<file path="config.mk">
export PLATFORM = sky130hd
export DESIGN_NAME = ps2_scancode_rx_fifo
export DESIGN_NICKNAME = d
export VERILOG_FILES = /design/src/rtl/ps2_scancode_rx_fifo.sv
export SDC_FILE = /design/constraint.sdc
export NUM_CORES = 1
export LEC_CHECK = 0
export BUFFER_PORTS_ARGS = -buffer_cell sky130_fd_sc_hd__buf_2
export CAP_MARGIN = 0
export CORE_AREA = 2 2 118 120
export DETAILED_ROUTE_END_ITERATION = 7
export DIE_AREA = 0 0 120 122
export RECOVER_POWER = 50
export SYNTH_ARGS = -nofsm -noshare
export SYNTH_HDL_FRONTEND = slang
export SYNTH_SLANG_ARGS = --single-unit
export TNS_END_PERCENT = 5
</file>
<file path="constraint.sdc">
create_clock -name clk_i -period 3.9 [get_ports clk_i]
set_input_delay 0.585 -clock clk_i [delete_from_list [all_inputs] [get_ports clk_i]]
set_output_delay 0.585 -clock clk_i [all_outputs]
set_load 0.005 [all_outputs]
</file>
<file path="src/rtl/ps2_scancode_rx_fifo.sv">
// PS/2 keyboard scancode receiver: sync/filter, 11-bit deframing, E0/F0 folding, show-ahead FIFO.
// Define PS2_RX_TIMEOUT_EN to abort frames stalled for TIMEOUT_CYC cycles (pulses to_err_o).
module ps2_scancode_rx_fifo #(
  parameter int unsigned FILT_LEN    = 4,
  parameter int unsigned FIFO_AW     = 3,
  parameter int unsigned TIMEOUT_CYC = 50000
) (
  input  logic             clk_i,
  input  logic             rst_i,
  input  logic             ps2_clk,
  input  logic             ps2_data,
  input  logic             rx_en,
  input  logic             rd_i,
  output logic [7:0]       code_o,
  output logic             brk_o,
  output logic             ext_o,
  output logic             empty_o,
  output logic             full_o,
  output logic [FIFO_AW:0] count_o,
  output logic             par_err_o,
  output logic             frm_err_o,
  output logic             ovf_o,
  output logic             to_err_o
);
  localparam int unsigned Depth = 2 ** FIFO_AW;
  localparam int unsigned FiltW = $clog2(FILT_LEN + 1);

  typedef enum logic [1:0] {StIdle, StData, StParity, StStop} state_e;

  logic [1:0]       clk_sync_q, data_sync_q;
  logic             clk_s, data_s;
  logic             filt_q;
  logic [FiltW-1:0] filt_cnt_q;
  logic             accept, fall;
  state_e           state_q, state_d;
  logic [7:0]       shift_q;
  logic [2:0]       bit_cnt_q;
  logic             par_q, ext_q, brk_q;
  logic             stop_fall, par_bad, frm_bad, frame_ok, push_req, timeout;
  logic             par_err_q, frm_err_q, ovf_q;
  logic [9:0]       mem [Depth];
  logic [9:0]       head;
  logic [FIFO_AW-1:0] wr_ptr_q, rd_ptr_q;
  logic [FIFO_AW:0]   count_q;
  logic             full, do_pop, do_push;

  always_ff @(posedge clk_i or posedge rst_i) begin
    if (rst_i) begin
      clk_sync_q  <= 2'b11;
      data_sync_q <= 2'b11;
    end else begin
      clk_sync_q  <= {clk_sync_q[0], ps2_clk};
      data_sync_q <= {data_sync_q[0], ps2_data};
    end
  end
  assign clk_s  = clk_sync_q[1];
  assign data_s = data_sync_q[1];

  // A new level is taken once it has been seen on FILT_LEN consecutive samples.
  assign accept = (clk_s != filt_q) && (filt_cnt_q == FiltW'(FILT_LEN - 1));
  assign fall   = accept && filt_q;

  always_ff @(posedge clk_i or posedge rst_i) begin
    if (rst_i) begin
      filt_q     <= 1'b1;
      filt_cnt_q <= '0;
    end else if (clk_s == filt_q) begin
      filt_cnt_q <= '0;
    end else if (accept) begin
      filt_q     <= clk_s;
      filt_cnt_q <= '0;
    end else begin
      filt_cnt_q <= filt_cnt_q + 1'b1;
    end
  end

  always_ff @(posedge clk_i or posedge rst_i) begin
    if (rst_i) state_q <= StIdle;
    else       state_q <= state_d;
  end

  always_comb begin
    state_d = state_q;
    if (timeout) begin
      state_d = StIdle;
    end else if (fall) begin
      unique case (state_q)
        StIdle:   if (rx_en && !data_s) state_d = StData;
        StData:   if (bit_cnt_q == 3'd7) state_d = StParity;
        StParity: state_d = StStop;
        StStop:   state_d = StIdle;
        default:  state_d = StIdle;
      endcase
    end
  end

  always_comb begin
    stop_fall = fall && (state_q == StStop);
    par_bad   = stop_fall && !(^{shift_q, par_q});
    frm_bad   = stop_fall && !par_bad && !data_s;
    frame_ok  = stop_fall && !par_bad && data_s;
    push_req  = frame_ok && (shift_q != 8'hE0) && (shift_q != 8'hF0);
  end

  always_ff @(posedge clk_i or posedge rst_i) begin
    if (rst_i) begin
      shift_q   <= '0;
      bit_cnt_q <= '0;
      par_q     <= 1'b0;
      ext_q     <= 1'b0;
      brk_q     <= 1'b0;
      par_err_q <= 1'b0;
      frm_err_q <= 1'b0;
    end else begin
      par_err_q <= par_bad;
      frm_err_q <= frm_bad;
      if (fall) begin
        if (state_q == StIdle) bit_cnt_q <= '0;
        if (state_q == StData) begin
          shift_q   <= {data_s, shift_q[7:1]};
          bit_cnt_q <= bit_cnt_q + 1'b1;
        end
        if (state_q == StParity) par_q <= data_s;
      end
      if (par_bad || frm_bad || timeout) begin
        ext_q <= 1'b0;
        brk_q <= 1'b0;
      end else if (frame_ok) begin
        if (shift_q == 8'hE0) begin
          ext_q <= 1'b1;
        end else if (shift_q == 8'hF0) begin
          brk_q <= 1'b1;
        end else begin
          ext_q <= 1'b0;
          brk_q <= 1'b0;
        end
      end
    end
  end

`ifdef PS2_RX_TIMEOUT_EN
  localparam int unsigned ToW = $clog2(TIMEOUT_CYC + 1);
  logic [ToW-1:0] to_cnt_q;
  logic           to_err_q;

  assign timeout = (state_q != StIdle) && !fall && (to_cnt_q == ToW'(TIMEOUT_CYC - 1));

  always_ff @(posedge clk_i or posedge rst_i) begin
    if (rst_i) begin
      to_cnt_q <= '0;
      to_err_q <= 1'b0;
    end else begin
      to_err_q <= timeout;
      if (state_q == StIdle || fall || timeout) to_cnt_q <= '0;
      else                                      to_cnt_q <= to_cnt_q + 1'b1;
    end
  end
  assign to_err_o = to_err_q;
`else
  assign timeout  = 1'b0;
  assign to_err_o = 1'b0;
`endif

  // Pop is resolved first so a full FIFO can accept a push on the same edge.
  assign full    = (count_q == (FIFO_AW + 1)'(Depth));
  assign do_pop  = rd_i && (count_q != '0);
  assign do_push = push_req && (!full || do_pop);

  always_ff @(posedge clk_i) begin
    if (do_push) mem[wr_ptr_q] <= {ext_q, brk_q, shift_q};
  end

  always_ff @(posedge clk_i or posedge rst_i) begin
    if (rst_i) begin
      wr_ptr_q <= '0;
      rd_ptr_q <= '0;
      count_q  <= '0;
      ovf_q    <= 1'b0;
    end else begin
      ovf_q <= push_req && full && !rd_i;
      if (do_push) wr_ptr_q <= wr_ptr_q + 1'b1;
      if (do_pop)  rd_ptr_q <= rd_ptr_q + 1'b1;
      if (do_push && !do_pop)      count_q <= count_q + 1'b1;
      else if (do_pop && !do_push) count_q <= count_q - 1'b1;
    end
  end

  always_comb begin
    head      = mem[rd_ptr_q];
    empty_o   = (count_q == '0);
    full_o    = full;
    count_o   = count_q;
    code_o    = empty_o ? 8'h00 : head[7:0];
    brk_o     = !empty_o && head[8];
    ext_o     = !empty_o && head[9];
    par_err_o = par_err_q;
    frm_err_o = frm_err_q;
    ovf_o     = ovf_q;
  end
endmodule

</file>
Yosys cells after proc, flatten, opt, wreduce, memory -nomap -nowiden
Memory sizes are Yosys's and may differ from the RTL's. Index checks and enable logic that the tools add are counted.

Bits in registers: 37. Bits in writable memories: 80. Output and inout port bits: 20. Logic and storage cells: 102. Memories kept: 1.

$add $sub $neg: 6. Eq/ne operators: 16. Mux-type cells: 20. Bitwise operators: 1. Reductions and logical operators: 42.

Memory list: mem (depth 8, bits a word 10, read ports 1, clocked after memory_dff 0, wr ports 1, RTL line 41) `logic [9:0] mem [Depth];`.

Operators with widths (count): 1-bit logical AND (18); 8-bit == test (second input constant) (2); 8-bit != test (second input constant) (2); 3-bit by 1-bit adder with 3-bit output (second input constant) (4); 3-bit two-way mux (4); 2-bit AND reduction (6); 1-bit two-way mux (10); 9-bit XOR reduction (1); 1-bit logical NOT (8); 4-bit two-way mux (2); 8-bit two-way mux (1); 2-bit one-hot mux with 4 select lines (1); 2-bit != test (second input constant) (3); 2-bit nonzero test (3); 4-bit by 1-bit adder with 4-bit output (second input constant) (1); 2-bit == test (second input constant) (2); 4-bit == test (second input constant) (1); 4-bit logical NOT (1); 2-bit two-way mux (2); 4-bit nonzero test (1); 4-bit by 1-bit subtractor with 4-bit output (second input constant) (1); 3-bit by 2-bit == test with 1-bit output (second input constant) (1); 3-bit == test (second input constant) (1); 3-bit != test (second input constant) (1); other kinds (7) (8).

Logic depth before layout (Yosys ltp)
Depth in word-level cells: 15. Gate-level depth with buffers: 15. Mapped depth without buffers: 14.

Worst setup path after synthesis
Ideal clock, no wire load.

Path type: register to register. From: register shift_q[2]. To: memory mem[0][0], enable pin. Arrival time: 2.503 ns. Setup slack: 0.994 ns. Cell stages (with the launch flop): 6. Buffers on the path: 0. Clock period less this slack: 2.906 ns. Cells stage by stage: dfrtp_1 -> xnor2_1 -> xnor3_2 -> xnor2_4 -> nand2_4 -> nor4_1.

Word-level cells in the longest chain between the ends: 11. Elaborated cells on any way between the ends: 13.

Ends and longest elaborated chain: start, declared (RTL line 36) `logic [7:0] shift_q;`; start signal, assigned (RTL line 120) `shift_q <= {data_s, shift_q[7:1]};`; 9-bit XOR reduction (RTL line 99) `par_bad = stop_fall && !(^{shift_q, par_q});`; 1-bit logical NOT (RTL line 99); 1-bit logical AND (RTL line 99); 1-bit logical NOT (RTL line 101) `frame_ok = stop_fall && !par_bad && data_s;`; 1-bit logical AND (2 in series) (RTL line 101); 1-bit logical AND (RTL line 102) `push_req = frame_ok && (shift_q != 8'hE0) && (shift_q != 8'hF0);`; 1-bit logical AND (*) (RTL line 102); 1-bit logical AND (*) (RTL line 167) `assign do_push = push_req && (!full || do_pop);`; 1-bit two-way mux (*) (RTL line 170) `if (do_push) mem[wr_ptr_q] <= {ext_q, brk_q, shift_q};`; 1-bit two-way mux (not written as such) (*) (RTL line 170); end, declared (RTL line 41).

Every way passes the cells marked *; elsewhere a longest branch is shown, timed or not.

Worst setup path in the final report
From: register shift_q[2]. To: register count_q[3], in the netlist count_o[3].

Word-level cells in the longest chain between the ends: 12. Elaborated cells on any way between the ends: 16.

Ends and longest elaborated chain: 9-bit XOR reduction (RTL line 99); 1-bit logical NOT (RTL line 99); 1-bit logical AND (RTL line 99); 1-bit logical NOT (RTL line 101); 1-bit logical AND (2 in series) (RTL line 101); 1-bit logical AND (RTL line 102); 1-bit logical AND (*) (RTL line 102); 1-bit logical AND (*) (RTL line 167); net do_push (RTL line 45) `logic full, do_pop, do_push;`; 1-bit logical NOT (RTL line 184) `else if (do_pop && !do_push) count_q <= count_q - 1'b1;`; 1-bit logical AND (RTL line 184); 2-bit nonzero test (no line); end signal, assigned (RTL line 183) `if (do_push && !do_pop) count_q <= count_q + 1'b1;`; end signal, assigned (RTL line 184); end, declared (RTL line 44) `logic [FIFO_AW:0] count_q;`.

The timed path passes the listed nets; every way through them passes the cells marked *. A chain may end at the register's enable or synchronous reset.

==> flow_summary.html <==
<table>
<tr><th>Metric</th><th>Value</th></tr>
<tr><th colspan="2">Placed design</th></tr>
<tr><td>Count of input and output buffers</td><td>24</td></tr>
<tr><td>Worst slack at placement</td><td>0.8548 ns</td></tr>
<tr><td>Weighted congestion reported at the end of routability-driven placement</td><td>0.7705</td></tr>
<tr><td>DP HPWL</td><td>5580 um</td></tr>
<tr><th colspan="2">Die</th></tr>
<tr><td>Number of standard-cell rows in the floorplan</td><td>43</td></tr>
<tr><td>Total I/O pin count</td><td>26</td></tr>
<tr><td>Starting Density</td><td>0.3581</td></tr>
<tr><td>Die outline area</td><td>14,640 um^2</td></tr>
<tr><td>Std-Cell Core Area</td><td>13,500 um^2</td></tr>
<tr><td>Die extent in y</td><td>122 um</td></tr>
<tr><td>Horizontal extent of the die</td><td>120 um</td></tr>
<tr><th colspan="2">Clock network</th></tr>
<tr><td>Number of buffers inserted during clock tree synthesis</td><td>17</td></tr>
<tr><td>CTS Hold Buffers Added</td><td>0</td></tr>
<tr><td>Buffer type at the clock tree root</td><td>clkbuf_16</td></tr>
<tr><td>CTS max path bufs</td><td>2</td></tr>
<tr><td>Post-CTS Repair Setup Buffers</td><td>0</td></tr>
<tr><td>Total of cells resized after clock tree synthesis</td><td>0</td></tr>
<tr><td>Total clock sinks</td><td>117</td></tr>
<tr><td>Clk_lat worst skew</td><td>0.41 ns</td></tr>
<tr><td>Clock Pin Slew Worst Setup and Hold Paths</td><td>0.05 ns</td></tr>
<tr><td>H-tree depth</td><td>4</td></tr>
<tr><td>TritonCTS clock tree</td><td>yes</td></tr>
<tr><th colspan="2">Logic synthesis</th></tr>
<tr><td>Proportion of netlist area held by the largest area contributor</td><td>0.4968</td></tr>
<tr><td>Share of flip-flops with an asynchronous set or reset</td><td>0.3162</td></tr>
<tr><td>Library cell with the largest summed area after synthesis</td><td>edfxtp_1</td></tr>
<tr><td>Most area-consuming cells after synthesis</td><td>edfxtp_1, dfrtp_1, mux4_2</td></tr>
<tr><td>Count of flip-flops with a built-in enable after synthesis</td><td>80</td></tr>
<tr><td>Most frequent cells after synthesis</td><td>edfxtp_1, dfrtp_1, mux4_2, nor2_1</td></tr>
<tr><td>Most common cell in the synthesized netlist</td><td>edfxtp_1</td></tr>
<tr><td>Post-synthesis instance total</td><td>273</td></tr>
<tr><td>Seq/Total Area, Yosys</td><td>0.6895</td></tr>
<tr><td>Mapped cell area</td><td>4836 um^2</td></tr>
<tr><td>Syn_nets</td><td>292</td></tr>
<tr><td>Seq cells post-synth</td><td>117</td></tr>
<tr><td>Distinct cells, synth</td><td>43</td></tr>
<tr><td>Most used flip-flop cell after synthesis</td><td>edfxtp_1</td></tr>
<tr><td>Yosys Warn Count</td><td>0</td></tr>
<tr><td>Synthesized area per cell</td><td>17.71 um^2</td></tr>
<tr><th colspan="2">Global routing</th></tr>
<tr><td>Routing layer with the top usage in global route</td><td>met2</td></tr>
<tr><td>Global-route wire length before repair</td><td>14,060 um</td></tr>
<tr><td>GRT overflow</td><td>0</td></tr>
<tr><td>Grt met2 use</td><td>0.2045</td></tr>
<tr><td>Met1 Track Usage GR</td><td>0.1747</td></tr>
<tr><td>Maximum number of pins on one net before global-route repair</td><td>31</td></tr>
<tr><td>Met3 usage in global routing</td><td>0.04401</td></tr>
<tr><td>Number of global-route vias before repair</td><td>2,497</td></tr>
<tr><td>Antenna violations before repair</td><td>0</td></tr>
<tr><td>GR Util All Layers</td><td>0.1337</td></tr>
<tr><th colspan="2">Finish</th></tr>
<tr><td>Synth-to-Final Area Change</td><td>20.98%</td></tr>
<tr><td>Core occupancy in the finished layout</td><td>0.4332</td></tr>
<tr><td>Number of nets in the layout</td><td>339</td></tr>
<tr><td>Fraction of layout instances using a drive strength above 1</td><td>0.3243</td></tr>
<tr><td>Fill cell count</td><td>1,186</td></tr>
<tr><td>Number of antenna repair diodes</td><td>0</td></tr>
<tr><th colspan="2">Run status</th></tr>
<tr><td>Violations in the final reports</td><td>max-capacitance violations, max-slew violations</td></tr>
<tr><td>Run status</td><td>finished with violations</td></tr>
<tr><th colspan="2">STA</th></tr>
<tr><td>Final worst path period need</td><td>3.061 ns</td></tr>
<tr><td>Final-report max-slew violation count</td><td>31</td></tr>
<tr><td>Final hold violation count</td><td>0</td></tr>
<tr><td>Final setup fails</td><td>0</td></tr>
<tr><td>Worst hold slack across all endpoints</td><td>0.1035 ns</td></tr>
<tr><td>Worst Skew</td><td>0.009566 ns</td></tr>
<tr><td>Max Clk Rate</td><td>326.7 MHz</td></tr>
<tr><td>Transition time of the tightest slew-check pin</td><td>1.672 ns</td></tr>
<tr><td>Slew margin rel.</td><td>-0.1144</td></tr>
<tr><td>Final clock period utilization by the worst path</td><td>0.7849</td></tr>
<tr><td>Accumulated negative setup slack</td><td>0 ns</td></tr>
<tr><td>RSZ-0062 raised after global routing</td><td>no</td></tr>
<tr><td>Setup slack of the critical path after layout</td><td>0.8387 ns</td></tr>
<tr><th colspan="2">Setup path</th></tr>
<tr><td>Setup crit start kind</td><td>register</td></tr>
<tr><td>Endpoint arrival time on the critical path</td><td>3.35 ns</td></tr>
<tr><td>Crit end category</td><td>register</td></tr>
<tr><td>Critical path fanouts, max</td><td>13</td></tr>
<tr><td>Class of the most critical setup path</td><td>register to register</td></tr>
<tr><td>Required time at the endpoint of the critical path</td><td>4.19 ns</td></tr>
<tr><th colspan="2">Route</th></tr>
<tr><td>Post-route antenna net violation count</td><td>0</td></tr>
<tr><td>Post-detailed-route DRC marker count</td><td>0</td></tr>
<tr><td>Vias after detailed routing</td><td>2,478</td></tr>
<tr><td>Post-Route WL</td><td>8983 um</td></tr>
<tr><td>Total iterations of the first detailed-routing run</td><td>4</td></tr>
<tr><td>Post-detailed-route wirelength per cell</td><td>17.51 um</td></tr>
<tr><td>Iter 0 DRT Violations</td><td>131</td></tr>
<tr><td>Via-per-instance ratio</td><td>4.830</td></tr>
<tr><th colspan="2">Pwr</th></tr>
<tr><td>VDD IR max</td><td>257.5 uV</td></tr>
<tr><td>Leak Pwr</td><td>2.288 nW</td></tr>
<tr><td>Areal power density over the cells</td><td>624.8 nW/um^2</td></tr>
<tr><th colspan="2">Min path</th></tr>
<tr><td>Class of the tightest hold or removal check</td><td>input pin to asynchronous set/reset pin</td></tr>
<tr><th colspan="2">Flow run</th></tr>
<tr><td>Max-capacitance violation count</td><td>1</td></tr>
</table>
-- state kept, by name, indices dropped and copies added (netlist names) --
name	count
filt_cnt_q	3
frm_err_o	1
mem	80
par_q	1
bit_cnt_q	3
par_err_o	1
shift_q	8
rd_ptr_q	3
count_o	4
data_sync_q	2
state_q	2
ovf_o	1
clk_sync_q	2
wr_ptr_q	3
ext_q	1
brk_q	1
filt_q	1
-- power breakdown --
group	internal (W)	switching [W]	total, W
combinational	0.000294	0.000221	0.000515
sequential	0.00138	0.000146	0.00153
clock	0.00107	0.000546	0.00161
total	0.00274	0.000912	0.00366
-- layout by cell type (no fill, tap or decap), drive strengths merged, types with 7 or more instances in the layout --
cell type / instances
nor2: 20
dfrtp: 32
buf: 35
mux4: 20
nand2: 9
mux2i: 10
inv: 7
edfxtp: 80
ha: 12
mux2: 13
clkbuf: 20
xnor2: 13
nor3: 7
-- cell type report --
| cell class | count | area, um^2 | share of cell area |
|---|---|---|---|
| Sequential cell | 117 | 3334 | 0.5699 |
| Clock buffer | 19 | 432.9 | 0.07399 |
| Tap cell | 180 | 225.2 | 0.03849 |
| Clock inverter | 13 | 181.4 | 0.03101 |
| Inverter | 6 | 22.52 | 0.003849 |
| Timing Repair Buffer | 36 | 206.4 | 0.03529 |
| Multi-Input combinational cell | 142 | 1448 | 0.2474 |
-- per-stage QoR --
| stage | area (um^2) | total power (W) | std cells |
|---|---|---|---|
| 2_1_floorplan | 4836 | 0.001909 | 273 |
| 3_3_place_gp | 5240 | 0.002084 | 481 |
| 3_5_place_dp | 5240 | 0.002086 | 481 |
| 4_1_cts | 5854 | 0.003700 | 513 |
| 5_1_grt | 5851 | 0.003813 | 513 |
| 6_report | 5851 | 0.003656 | 513 |
-- layer usage --
metal | wire (um) | up-vias
met4 | 144 | 0
met3 | 295 | 8
li1 | - | 1140
met1 | 4209 | 1280
met5 | 0 | -
met2 | 4333 | 50
-- critical path: stages, from the launching register on --
cell and delay, ns:
dfrtp_1 0.57, xnor2_1 0.17, xnor3_2 0.49, xnor2_4 0.29
nand2_4 0.12, inv_1 0.09, ha_1 0.17, inv_1 0.09
ha_1 0.27, a21o_1 0.18, a21oi_1 0.16, xnor2_1 0.13
nor2_1 0.06, xor2_1 0.14
-- logic make-up (layout without fill, tap and decap cells) --
group	after synthesis	count (layout)	synth area share
XOR/XNOR	16	16	0.03752
buffers and inverters	14	74	0.01371
multiplexers	43	43	0.1449
other	1	1	0.0007755
AND/OR/NAND/NOR	55	55	0.05899
adder cells (fa/ha/maj)	13	13	0.03519
flip-flops	117	117	0.6895
AO/OA/AOI/OAI	14	14	0.01940
-- final timing paths --
check / slack, ns / endpoint / cells after the start / startpoint
max: 0.84 / count_o[3]$_DFFE_PP0P_ / 13 / shift_q[2]$_DFFE_PP0P_
min: 0.10 / count_o[2]$_DFFE_PP0P_ / 2 / rst_i
max reg2reg: 0.84 / count_o[3]$_DFFE_PP0P_ / 13 / shift_q[2]$_DFFE_PP0P_
min reg2reg: 0.36 / data_sync_q[1]$_DFF_PP1_ / 0 / data_sync_q[0]$_DFF_PP1_
max in group asynchronous: 1.94 / par_q$_DFFE_PP0P_ / 3 / rst_i
min in group clk_i: 0.27 / data_sync_q[0]$_DFF_PP1_ / 1 / ps2_data
(Power assumes the default switching activity.)
